### src/rtl/vga_scan_ctrl.sv
// ============================================================================
// Module      : vga_scan_ctrl
// Description : 640x480@60 Hz raster timing generator and pixel sink.
//               Generates request coordinates for the renderer, takes the
//               renderer's pixel back PIX_LATENCY clocks later, and drives
//               sync/RGB pins with sync delayed to stay aligned with RGB.
//               Optional macro VGA_TEST_PATTERN_EN replaces pix_data with
//               eight 80-pixel vertical colour bars.
// Revision    : 1.0 - initial release
// ============================================================================
`default_nettype none

module vga_scan_ctrl #(
  parameter int H_VISIBLE   = 640,
  parameter int H_FRONT     = 16,
  parameter int H_SYNC      = 96,
  parameter int H_BACK      = 48,
  parameter int V_VISIBLE   = 480,
  parameter int V_FRONT     = 10,
  parameter int V_SYNC      = 2,
  parameter int V_BACK      = 33,
  parameter int PIX_LATENCY = 1
) (
  input  logic        vga_clk,
  input  logic        rst_sys_n,
  input  logic [11:0] pix_data,
  output logic [9:0]  x,
  output logic [8:0]  y,
  output logic        req_active,
  output logic        hsync,
  output logic        vsync,
  output logic [3:0]  vga_r,
  output logic [3:0]  vga_g,
  output logic [3:0]  vga_b,
  output logic        frame_tick,
  output logic        line_tick
);

  // Counter limits and sync windows, sized to the counter widths
  localparam logic [9:0] c_h_last     = 10'(H_VISIBLE + H_FRONT + H_SYNC + H_BACK - 1);
  localparam logic [9:0] c_v_last     = 10'(V_VISIBLE + V_FRONT + V_SYNC + V_BACK - 1);
  localparam logic [9:0] c_h_vis      = 10'(H_VISIBLE);
  localparam logic [9:0] c_v_vis      = 10'(V_VISIBLE);
  localparam logic [9:0] c_hs_start   = 10'(H_VISIBLE + H_FRONT);
  localparam logic [9:0] c_hs_end     = 10'(H_VISIBLE + H_FRONT + H_SYNC - 1);
  localparam logic [9:0] c_vs_start   = 10'(V_VISIBLE + V_FRONT);
  localparam logic [9:0] c_vs_end     = 10'(V_VISIBLE + V_FRONT + V_SYNC - 1);

  // Pipeline word: {[bar index,] de, hs_n, vs_n}
`ifdef VGA_TEST_PATTERN_EN
  localparam int c_pw = 6;
`else
  localparam int c_pw = 3;
`endif
  localparam logic [c_pw-1:0] c_pipe_idle = c_pw'(3'b011);

  // The latency range is a build-time property, so reject it at elaboration
  if (PIX_LATENCY < 1 || PIX_LATENCY > 4) begin : g_bad_latency
    $fatal(1, "vga_scan_ctrl: PIX_LATENCY must be in 1..4");
  end

  logic              r_started;
  logic [9:0]        r_h_req;
  logic [9:0]        r_v_req;
  logic [c_pw-1:0]   r_pipe [PIX_LATENCY];
  logic              r_hsync;
  logic              r_vsync;
  logic [11:0]       r_rgb;

  logic              w_de;
  logic              w_hs_n;
  logic              w_vs_n;
  logic [c_pw-1:0]   w_pipe_in;
  logic [c_pw-1:0]   w_last;
  logic [11:0]       w_pix_sel;

  // Counters hold at 0 for one clock after reset release so the first
  // post-reset clock presents (0,0) with line_tick asserted
  always_ff @(posedge vga_clk or negedge rst_sys_n) begin
    if (!rst_sys_n) begin
      r_started <= 1'b0;
      r_h_req   <= '0;
      r_v_req   <= '0;
    end else if (!r_started) begin
      r_started <= 1'b1;
    end else if (r_h_req == c_h_last) begin
      r_h_req <= '0;
      r_v_req <= (r_v_req == c_v_last) ? '0 : r_v_req + 10'd1;
    end else begin
      r_h_req <= r_h_req + 10'd1;
    end
  end

  assign req_active = (r_h_req < c_h_vis) && (r_v_req < c_v_vis);
  assign x          = req_active ? r_h_req : '0;
  assign y          = req_active ? r_v_req[8:0] : '0;
  assign line_tick  = r_started && (r_h_req == '0);
  assign frame_tick = r_started && (r_h_req == '0) && (r_v_req == c_v_vis);

  // Display-side attributes of the pixel being requested right now
  assign w_de   = r_started && req_active;
  assign w_hs_n = !(r_started && (r_h_req >= c_hs_start) && (r_h_req <= c_hs_end));
  assign w_vs_n = !(r_started && (r_v_req >= c_vs_start) && (r_v_req <= c_vs_end));

`ifdef VGA_TEST_PATTERN_EN
  logic [9:0] w_bar_full;
  logic       w_unused;
  assign w_bar_full = r_h_req / 10'd80;
  assign w_pipe_in  = {w_bar_full[2:0], w_de, w_hs_n, w_vs_n};
  assign w_unused   = ^pix_data;
`else
  assign w_pipe_in  = {w_de, w_hs_n, w_vs_n};
`endif

  // Delay line matching the renderer's latency
  always_ff @(posedge vga_clk or negedge rst_sys_n) begin
    if (!rst_sys_n) begin
      for (int i = 0; i < PIX_LATENCY; i++) r_pipe[i] <= c_pipe_idle;
    end else begin
      r_pipe[0] <= w_pipe_in;
      for (int i = 1; i < PIX_LATENCY; i++) r_pipe[i] <= r_pipe[i-1];
    end
  end

  assign w_last = r_pipe[PIX_LATENCY-1];

`ifdef VGA_TEST_PATTERN_EN
  // Colour bar lookup from the delayed bar index
  always_comb begin
    w_pix_sel = 12'h000;
    case (w_last[5:3])
      3'd0:    w_pix_sel = 12'hFFF;
      3'd1:    w_pix_sel = 12'hFF0;
      3'd2:    w_pix_sel = 12'h0FF;
      3'd3:    w_pix_sel = 12'h0F0;
      3'd4:    w_pix_sel = 12'hF0F;
      3'd5:    w_pix_sel = 12'hF00;
      3'd6:    w_pix_sel = 12'h00F;
      default: w_pix_sel = 12'h000;
    endcase
  end
`else
  assign w_pix_sel = pix_data;
`endif

  // Pin registers: sync shares the RGB register stage; blanking forces black
  always_ff @(posedge vga_clk or negedge rst_sys_n) begin
    if (!rst_sys_n) begin
      r_hsync <= 1'b1;
      r_vsync <= 1'b1;
      r_rgb   <= 12'h000;
    end else begin
      r_hsync <= w_last[1];
      r_vsync <= w_last[0];
      r_rgb   <= w_last[2] ? w_pix_sel : 12'h000;
    end
  end

  assign hsync = r_hsync;
  assign vsync = r_vsync;
  assign vga_r = r_rgb[11:8];
  assign vga_g = r_rgb[7:4];
  assign vga_b = r_rgb[3:0];

endmodule

`default_nettype wire

### config.mk
export PLATFORM = sky130hd
export DESIGN_NAME = vga_scan_ctrl
export DESIGN_NICKNAME = d
export VERILOG_FILES = /design/src/rtl/vga_scan_ctrl.sv
export SDC_FILE = /design/constraint.sdc
export NUM_CORES = 1
export LEC_CHECK = 0
export CAP_MARGIN = 20
export CORE_MARGIN = 5
export CORE_UTILIZATION = 43
export DETAILED_ROUTE_END_ITERATION = 10
export PLACE_DENSITY = 0.76
export SYNTH_ARGS = -nofsm -noshare
export SYNTH_HDL_FRONTEND = slang
export SYNTH_SLANG_ARGS = --single-unit
### constraint.sdc
create_clock -name vga_clk -period 1.7 [get_ports vga_clk]
set_input_delay 0.17 -clock vga_clk [delete_from_list [all_inputs] [get_ports vga_clk]]
set_output_delay 0.17 -clock vga_clk [all_outputs]
set_load 0.03 [all_outputs]
Word-level counts from Yosys, hierarchy flattened
Index checks and enable logic that the tools add are counted.
{"block": "totals", "wordCells": 35, "inputBits": 14, "ff_bits": 38}
{"block": "op_classes", "n_reduce_logical": 12, "n_eq_ne": 3, "addsub": 2, "muxes": 5, "magnitude_cmp": 6}
{"op": "two-way mux 10 bit", "n": 3}
{"op": "adder 10 x 1 -> 10 bit, second input constant", "n": 2}
{"op": "equality test 10 bit, second input constant", "n": 2}
{"op": "two-way mux 12 bit", "n": 1}
{"op": "equality test 10 x 9 -> 1 bit, second input constant", "n": 1}
{"op": "greater-or-equal comparator 10 bit, second input constant", "n": 1}
{"op": "greater-or-equal comparator 10 x 9 -> 1 bit, second input constant", "n": 1}
{"op": "<= comparator 10 bit, second input constant", "n": 1}
{"op": "<= comparator 10 x 9 -> 1 bit, second input constant", "n": 1}
{"op": "zero test 10 bit", "n": 1}
{"op": "less-than comparator 10 bit, second input constant", "n": 1}
{"op": "less-than comparator 10 x 9 -> 1 bit, second input constant", "n": 1}
{"op": "two-way mux 9 bit", "n": 1}
{"op": "logical AND 1 bit", "n": 8}
{"op": "zero test 1 bit", "n": 2}
{"op": "AND reduction 2 bit", "n": 1}

Depth between registers and ports, before layout
{"block": "depth", "word_depth": 4, "depth_mapped": 6}

Least setup slack after synthesis
OpenSTA, ideal clock, no wires.
{"block": "synth_timing", "kind": "register -> output", "startpoint": "register r_h_req[0]", "endpoint": "output port frame_tick", "required_ps": 1530, "path_buffers": 0, "path_stages_with_launch": 6, "t_arrival_ps": 1571, "slack_ps": -41, "path_cell_list": "dfrtp_1 inv_1 ha_1 nor4b_1 and3_1 and4b_1"}
{"block": "synth_via", "elab_chain_len": 3}
{"element": "from (decl)", "line": "63", "source": "logic [9:0] r_h_req;"}
{"element": "from (signal assigned)", "line": "90", "source": "r_h_req <= r_h_req + 10'd1;"}
{"element": "zero test 10 bit"}
{"element": "logical AND 1 bit"}
{"element": "via line_tick", "line": "36", "source": "output logic line_tick"}
{"element": "logical AND 1 bit", "line": "98", "source": "assign frame_tick = r_started && (r_h_req == '0) && (r_v_req == c_v_vis);"}
{"element": "to (decl)", "line": "35", "source": "output logic frame_tick,"}
The timed path passes the listed nets, and every way through them passes these cells.

Final worst setup path
{"block": "layout_timing", "startpoint": "register r_h_req[0]", "endpoint": "output port frame_tick"}
{"block": "layout_via", "elab_chain_len": 3}
{"element": "zero test 10 bit", "line": "98"}
{"element": "logical AND 1 bit (2 in series)", "line": "98"}
No other way between the ends.

==> metrics.cfg <==
[placement]
post-dp-hpwl_um = 3082
io_buffer_count = 49
dpl_cell_area_sq_um = 2456
place.gp.congestion = 0.8567
detailedPlace.worstSlack_ns = -0.06837

[clock_tree]
clk_latency_ns = 0.30
cts_buffers = 5
clock_tree_from_tritoncts = done
clock_pin_slew_of_the_registers_on_the_worst_case_setup_and_hold_paths_ns = 0.08
htreeDepth = 2
clk_path_buf_depth = 2
tritoncts_num_sinks = 38
ctsRootBufferMaster = clkbuf_8

[setup_path]
worst-r2r-cell-count = 6
criticalPathCategory = flop to output pin
timing.critical_path.from_type = flop
critical_path.endpoint_type = output pin
crit_arrival_ns = 1.68
worst_ep_required_time_ns = 1.53
timing.reg2reg.setup_slack_ns = -0.06
crit_path_max_fanout = 2

[grt]
first_global_vias = 1659
globalRouteMet1Util = 0.2335
tot_gr_track_use = 0.1873
initial_antenna_violation_count = 0
grt_pass1_wl_um = 7997
met3_usage = 0.04354
top_usage_layer = met2
grt_start_max_net_pins = 22
global_route.overflow_total = 0
grt_util_met2 = 0.3126

[job]
drv.max_cap_violation_count = 0

[sta]
period_needed_ns = 1.855
finalSetupViolations = 22
finalCritPeriodShare = 1.091
max_slew_violations = 0
grt_setup_unrepaired = true
worst_slack_ns = -0.1546
timing.final.hold_violations = 0
max_clock_freq_mhz = 539.2
timing.clock.skew_ns = 0.005394

[yosys]
synth_seq_area_share = 0.5173
yosys_register_bits = 38
synthesis.instances = 174
yosysWarningCount = 0
postSynthNetCount = 192
postSynthAreaPerCell_sq_um = 10.62
yosysUniqueCellTypes = 40
syn_area_sq_um = 1848

[floorplan]
die_height_um = 75.56
rows = 23
die_x_um = 75.56
io-pin-count = 50
coreArea_sq_um = 4086
initial_core_util = 0.4522
dieArea_sq_um = 5709

[run_status]
violations = setup timing
run_status = complete, but fails checks

[finish]
n_antenna_cell = 0
finish.net_count = 278
final_design_area_no_fill_sq_um = 2945
drive_above_1_share = 0.4253
flow.area_growth_from_synthesis_pct = 59.38

[routing]
detailed_route_wire_length_per_cell_um = 16.48
post_drt_via_cell_ratio = 5.309
detailroute.via_count = 1651
postRouteWirelength_um = 5124
route.detailed.drc = 0
dr.first_iter.drc_count = 54
ant_nets = 0
first_pass_iters = 4

[min_path]
hp-class = input pin to async pin

[pwr]
vdd_ir_drop_max_mv = 0.8281
static-leakage-power_uw = 0.001351
power_density_nw_per_um2 = 926.6

cells in the final DEF, fill, tap and decap left out, types with 6 or more instances in the layout:
master	instances
dfrtp_1	33
buf_6	29
buf_4	28
clkdlybuf4s50_1	26
and2_4	17
and2_1	14
nor2_1	11
nand4_1	8
xnor2_1	7
a22o_1	6
final cells by class:
class                      instances  area [sq um]
clock buffer                       5         68.82
clock inverter                     3         40.04
fill                             290          1141
inverter                           7         26.28
multi-input combinational        122         958.4
sequential                        38         957.2
tap                               50         62.56
timing repair buffer              86         832.0
kinds of logic (layout without fill, tap and decap cells):
kind of cell / count (synthesis) / in the layout / share of synthesized area
AO/OA/AOI/OAI: 16 / 16 / 0.06094
XOR/XNOR: 9 / 9 / 0.04266
adder cells (fa/ha/maj): 4 / 4 / 0.02708
buffers and inverters: 17 / 101 / 0.04468
flip-flops: 38 / 38 / 0.5173
multiplexers: 3 / 3 / 0.01760
other: 1 / 1 / 0.002029
AND/OR/NAND/NOR: 86 / 89 / 0.2878
path summary, 6_finish.rpt:
kind / start / endpoint
worst max-delay path: r_h_req[0] / frame_tick
worst min-delay path: rst_sys_n / r_v_req[0]
worst min register to register: r_pipe[1] / hsync
max in group asynchronous: rst_sys_n / vsync
min in group vga_clk: r_pipe[1] / hsync
worst max register to register: r_h_req[5] / r_v_req[7]
cells in the mapped netlist:
cell type / count / share of area
a32o_1: 1 / 0.0054
nor3_1: 3 / 0.0081
buf_6: 2 / 0.012
nor4_1: 2 / 0.0068
nor4b_1: 2 / 0.0095
or2_1: 1 / 0.0034
nor4_4: 1 / 0.012
and3_1: 5 / 0.017
a22o_1: 6 / 0.028
mux2_2: 1 / 0.0061
nor2_1: 11 / 0.022
and3b_1: 1 / 0.0047
clkbuf_2: 1 / 0.0027
o22ai_1: 1 / 0.0034
xor2_1: 2 / 0.0095
a211o_1: 1 / 0.0047
nor2b_1: 3 / 0.010
o21ai_1: 4 / 0.011
and2b_2: 1 / 0.0047
and4b_1: 2 / 0.011
conb_1: 1 / 0.0020
or3_4: 1 / 0.0061
mux2_1: 1 / 0.0061
nand3_1: 5 / 0.014
inv_1: 6 / 0.012
mux2i_1: 1 / 0.0054
dfstp_2: 4 / 0.057
ha_1: 4 / 0.027
nand4_1: 8 / 0.027
and4bb_2: 1 / 0.0068
dfrtp_1: 34 / 0.46
xnor2_1: 7 / 0.033
clkbuf_1: 5 / 0.010
and4_1: 1 / 0.0047
inv_2: 1 / 0.0020
or3_1: 1 / 0.0034
o21ai_0: 3 / 0.0081
and2_1: 31 / 0.10
buf_2: 2 / 0.0054
nand2_1: 6 / 0.012
through the flow:
stage,TNS (ns),cells,hold WS (ns),util,total power [uW]
floorplan,0,174,-0.1256,-,1497
global placement,-0.06640,284,0.1375,0.6010,1742
detailed placement,-0.5610,284,0.1460,0.6010,1765
CTS,-0.4547,308,0.3593,0.7006,2678
global route,-3.114,311,0.3648,0.7208,2852
finish,-0.8728,311,0.3553,0.7208,2729
state kept, by name, summed over array words and instances (netlist names):
register,flops
r_h_req,10
r_started,1
vsync,1
r_rgb,12
r_pipe,3
r_v_req,10
hsync,1
routing by layer:
metal | vias up | part of all wire
met2 | 69 | 0.47
met4 | 0 | 0.032
li1 | 773 | -
met5 | - | 0
met1 | 794 | 0.42
met3 | 15 | 0.082
worst max-delay path, stage by stage, from the launching register on:
cell	delay, ns
dfrtp_1	0.41
inv_2	0.09
ha_4	0.13
nor4b_4	0.18
and3_1	0.21
and4b_2	0.23
buf_6	0.13
power by group:
group,total [uW],switching (uW),internal [uW]
clock network,749,317,431
registers,1080,100,983
logic,897,439,457
what timing repair did:
| item | 4_1_cts | 5_1_grt |
|---|---|---|
| setup endpoints to repair | 23 | 36 |
| endpoints found under the hold margin | 15 | 0 |
| gates resized for setup | 52 | 18 |
| hold buffers | 1 | 0 |
| pin swaps | 26 | 13 |
| setup buffers | 12 | 3 |
| gates cloned | 3 | 0 |
No activity file was read; power rests on OpenSTA's default activity.
